===== src/rtl/count_match_irq.sv =====
// Compare stage behind the free-running counter: raises a held interrupt on each
// armed rising edge of (count_in == target), counts captured matches and flags lost ones.
module count_match_irq #(
  parameter int N     = 7,
  parameter int EVT_W = 4
) (
  input  logic             clock,
  input  logic             clear,
  input  logic [N:0]       count_in,
  input  logic             load,
  input  logic [N:0]       target_in,
  input  logic             arm,
  input  logic             ack,
  output logic             irq,
  output logic             armed,
  output logic [N:0]       target,
  output logic [EVT_W-1:0] match_cnt,
  output logic             missed
);

  // Handshake: irq is a level that stays high until ack is sampled high at a
  // rising edge while FIRED; ack and arm outside their states are ignored.

  typedef enum logic [1:0] {
    IDLE  = 2'd0,
    ARMED = 2'd1,
    FIRED = 2'd2
  } state_t;

  localparam logic [EVT_W-1:0] CNT_MAX = '1;

  state_t           state;
  state_t           state_nxt;
  logic             eq;
  logic             eq_d;
  logic             match_evt;
  logic [N:0]       target_nxt;
  logic [EVT_W-1:0] cnt_nxt;
  logic             missed_nxt;

  // A held count must produce only one event, so only the rising edge of equality counts.
  assign eq        = (count_in == target);
  assign match_evt = eq & ~eq_d;

  always_comb begin
    state_nxt  = state;
    target_nxt = target;
    cnt_nxt    = match_cnt;
    missed_nxt = missed;
    case (state)
      IDLE: begin
        if (load) target_nxt = target_in;
        if (arm)  state_nxt  = ARMED;
      end
      ARMED: begin
        if (match_evt) begin
          state_nxt = FIRED;
          if (match_cnt != CNT_MAX) cnt_nxt = match_cnt + 1'b1;
        end
      end
      FIRED: begin
        if (match_evt) missed_nxt = 1'b1;
        if (ack)       state_nxt  = arm ? ARMED : IDLE;
      end
      default: state_nxt = IDLE;
    endcase
  end

  always_ff @(posedge clock) begin
    if (clear) begin
      state     <= IDLE;
      eq_d      <= 1'b0;
      target    <= '0;
      match_cnt <= '0;
      missed    <= 1'b0;
      irq       <= 1'b0;
      armed     <= 1'b0;
    end else begin
      state     <= state_nxt;
      eq_d      <= eq;
      target    <= target_nxt;
      match_cnt <= cnt_nxt;
      missed    <= missed_nxt;
      irq       <= (state_nxt == FIRED);
      armed     <= (state_nxt == ARMED);
    end
  end

endmodule


===== config.mk =====
export PLATFORM = sky130hd
export DESIGN_NAME = count_match_irq
export DESIGN_NICKNAME = d
export VERILOG_FILES = /design/src/rtl/count_match_irq.sv
export SDC_FILE = /design/constraint.sdc
export NUM_CORES = 1
export LEC_CHECK = 0
export CAP_MARGIN = 25
export CELL_PAD_IN_SITES_DETAIL_PLACEMENT = 0
export CELL_PAD_IN_SITES_GLOBAL_PLACEMENT = 1
export CORE_MARGIN = 1
export CORE_UTILIZATION = 26
export CTS_CLUSTER_DIAMETER = 60
export DETAILED_ROUTE_END_ITERATION = 16
export PLACE_DENSITY_LB_ADDON = 0.3
export SYNTH_ARGS = -nofsm -noshare
export SYNTH_HDL_FRONTEND = slang
export SYNTH_SLANG_ARGS = --single-unit

===== constraint.sdc =====
create_clock -name clock -period 1.8 [get_ports clock]
set_input_delay 0.54 -clock clock [delete_from_list [all_inputs] [get_ports clock]]
set_output_delay 0.54 -clock clock [all_outputs]
set_load 0.01 [all_outputs]

==> results of run 1 <==
[placed cells by master (no fill, tap or decap), types with 2 or more instances in the layout]
master / count
clkdlybuf4s50_1: 23
dfxtp_2: 12
nor2_1: 9
mux2i_1: 8
dlygate4sd2_1: 8
dfxtp_1: 6
buf_4: 5
inv_1: 4
xnor2_2: 4
xnor2_1: 4
nand3_1: 4
a21oi_1: 4
dlymetal6s2s_1: 4
clkbuf_4: 3
nand4_1: 2
nor3_1: 2
o31ai_1: 2
and2_1: 2
or3_4: 2
o21ai_0: 2
[cell type report]
class,instances,share of cell area [%]
clock buffers,4,2.770
well taps,31,2.961
inverters,4,1.146
multi-input cells,56,33.33
repair buffers,41,31.14
flip-flops and latches,18,28.65
[final timing paths]
| kind | startpoint | to | slack [ns] | cells after the start |
|---|---|---|---|---|
| worst min-delay path | missed$_SDFFE_PP0P_ | missed$_SDFFE_PP0P_ | 0.50 | 2 |
| worst max register to register | match_cnt[0]$_SDFFE_PP0P_ | match_cnt[3]$_SDFFE_PP0P_ | 0.08 | 5 |
| worst max-delay path | count_in[1] | match_cnt[3]$_SDFFE_PP0P_ | -0.01 | 6 |
| worst min register to register | missed$_SDFFE_PP0P_ | missed$_SDFFE_PP0P_ | 0.50 | 2 |
[worst max-delay path, delay by kind of cell]
kind / cells / cell delay (ns)
compound gates: 1 / 0.14
xor+xnor: 1 / 0.13
buf+inv: 1 / 0.25
simple gates: 3 / 0.96
[per-layer routing]
layer	track usage (%)	wire [microns]	vias to the layer above	share of wire, %
met1	15.22	849	332	47
li1	-	-	370	-
met5	0	0	-	0
met3	3.226	131	0	7.2
met2	20.67	842	29	46
met4	5.226	0	0	0
[repair_timing]
item                       4_1_cts  5_1_grt
gates resized for setup         19        9
setup endpoints to repair       12       10
pin swaps                        9        1
[report_power, final]
part / total [mW] / internal, mW / switching (mW)
Sequential: 0.432 / 0.416 / 0.0153
Clock: 0.253 / 0.123 / 0.130
Combinational: 0.164 / 0.105 / 0.0587
[metrics by stage]
stage	hold slack (ns)	area, sq um	setup TNS (ns)	utilization (%)
final	0.5016	1310	-0.009751	47.10
after global routing	0.5392	1310	-0.05075	47.10
after CTS	0.5037	1284	0	46.15
after detailed placement	0.4779	1239	-3.380	44.53
after global placement	0.4683	1239	-3.179	44.53
after floorplan	0.5050	803.3	-0.09130	-
[cells by family after synthesis]
kind of cell    count (synthesis)  share of synthesized area, %
mux                             8                         10.36
fa+ha+maj                       1                         1.618
compound gates                 13                         10.68
xor+xnor                        8                         9.062
buf+inv                         7                         3.397
flops                          18                         46.60
simple gates                   26                         18.29
[flip-flops by register name, summed over array words and instances (netlist names)]
register   cells
eq_d           1
irq            1
match_cnt      4
armed          1
state          2
missed         1
target         8
==> results.md, run 1 <==
* Max Freq at 552.6 MHz
* Hold buffers post-CTS at 0
* Core Region at 0.002781 sq mm
* Syn Nets at 103
* Least-Margin Pin Slew at 0.2972 ns
* Setup violators final at 1
* Clock Skews at 0.003630 ns
* ANT nets after route at 0
* Pwr dens at 647.8 mW/mm^2
* RD Place Congestion at 0.7481
* Die ar. at 0.003196 sq mm
* Cells after synthesis at 81
* Count of cell types in the netlist at 26
* Dpl cells at 150
* Slew HR at 80.02%
* Dpl ws at -0.5948 ns
* Clock tree sinks at 18
* DRC at 0
* First-pass GRT wire length at 3.105 mm
* Crit-path max FO at 5
* Area of the multi-input gates at 436.7 sq um
* Post-Syn Area at 773.2 sq um
* IO buf count at 35
* Yosys top cell by area: dfxtp_1
* Yosys warnings at 0
* Synthesized flop and latch total at 18
* Top post-synthesis cells by count: 18 x dfxtp_1, 9 x nor2_1, 8 x mux2i_1, 8 x xnor2_1, 5 x a21oi_1
* Clk Tree Root Cell: clkbuf_4
* Num CTS Buffers at 3
* Tot Pwr at 848.6 uW
* LEAKAGE at 0.5747 nW
* Vias in the first global route at 736
* Outcome: finished with violations
* Final nets at 146
* Max-slew violation count at 0
* Clk buf depth at 2
* Top post-synthesis cells by area: dfxtp_1 47%, mux2i_1 10%, xnor2_1 9.1%, nor2_1 4.4%, a21oi_1 3.2%
* Vias at 731
* Hold Path Class: reg2reg
* WL/cell at 11.84 microns
* Setup WS post-layout at -0.009751 ns
* Critical Path RT at 2.03 ns
* Drt pass-1 iters at 2
* Gr ovfl total at 0
* Period utilization at 100.5%
* Fillers at 300
* Critical path data arrival time at 2.04 ns
* Post-synth EDFFs at 0
* Yosys top cell area share at 46.60%
* HPWL after DPL at 1.394 mm
* Time the worst path needs with I/O delays and setup at 1.810 ns
* Clock Pin Slew Worst Setup and Hold Paths at 0.10 ns
* Layout area overhead at 69.42%
* Largest net degree at the start of global routing at 11
* Share of layout cells above drive strength 1 at 25.20%
* Crit path launch type: input port
* WL final at 1.823 mm
* Placement Rows at 19
* Asr flop ratio synth at 0%
* Aggregate global-route resource usage at 12.48%
* Post-synthesis sequential area ratio at 46.60%
* Ant diodes at 0
* Slowest library cell on the worst path: or3_4
* DR vias/cell at 4.747
* Worst skew pair latency at 0.29 ns
* Max Cap Violations at 0
* Chip width at 56.54 microns
* RSZ-0062 raised after global routing: true
* DRT iter0 DRCs at 8
* CTS tree: done
* Initial antenna violation count at 0
* Maximum level of the CTS H-tree at 1
* Post-route insts no fill at 154
* Crit path largest cell delay at 0.41 ns
* Avg Synthesized Cell Area at 9.546 sq um
* Seq. cell area at 375.4 sq um
* # IOs at 36
* Failing checks: negative setup slack
* Chip height at 56.54 microns
* VDD IR max at 0.0003290 V
* Crit path cell chain: dlygate4sd2_1 > xnor2_2 > nand4_1 > or3_4 > or4_1 > a21oi_1
* Post-CTS Setup Bufs at 0
* Crit Path Class: in2reg
* Final Hold Fails at 0
* Initial Util at 27.80%
* CP endpoint kind: register
* Main synth FF type: dfxtp_1
* Top-count cell post-synth: dfxtp_1
Power figures use the tool's default switching activity.
==> inputs of run 2 (changes only) <==
--- a/config.mk
+++ b/config.mk
@@ -13,6 +13,7 @@
 export CTS_CLUSTER_DIAMETER = 60
 export DETAILED_ROUTE_END_ITERATION = 16
 export PLACE_DENSITY_LB_ADDON = 0.3
+export SLEW_MARGIN = 25
 export SYNTH_ARGS = -nofsm -noshare
 export SYNTH_HDL_FRONTEND = slang
 export SYNTH_SLANG_ARGS = --single-unit
==> results of run 2 <==
The final DEF is identical to that of run 1; final timing and power are the same.
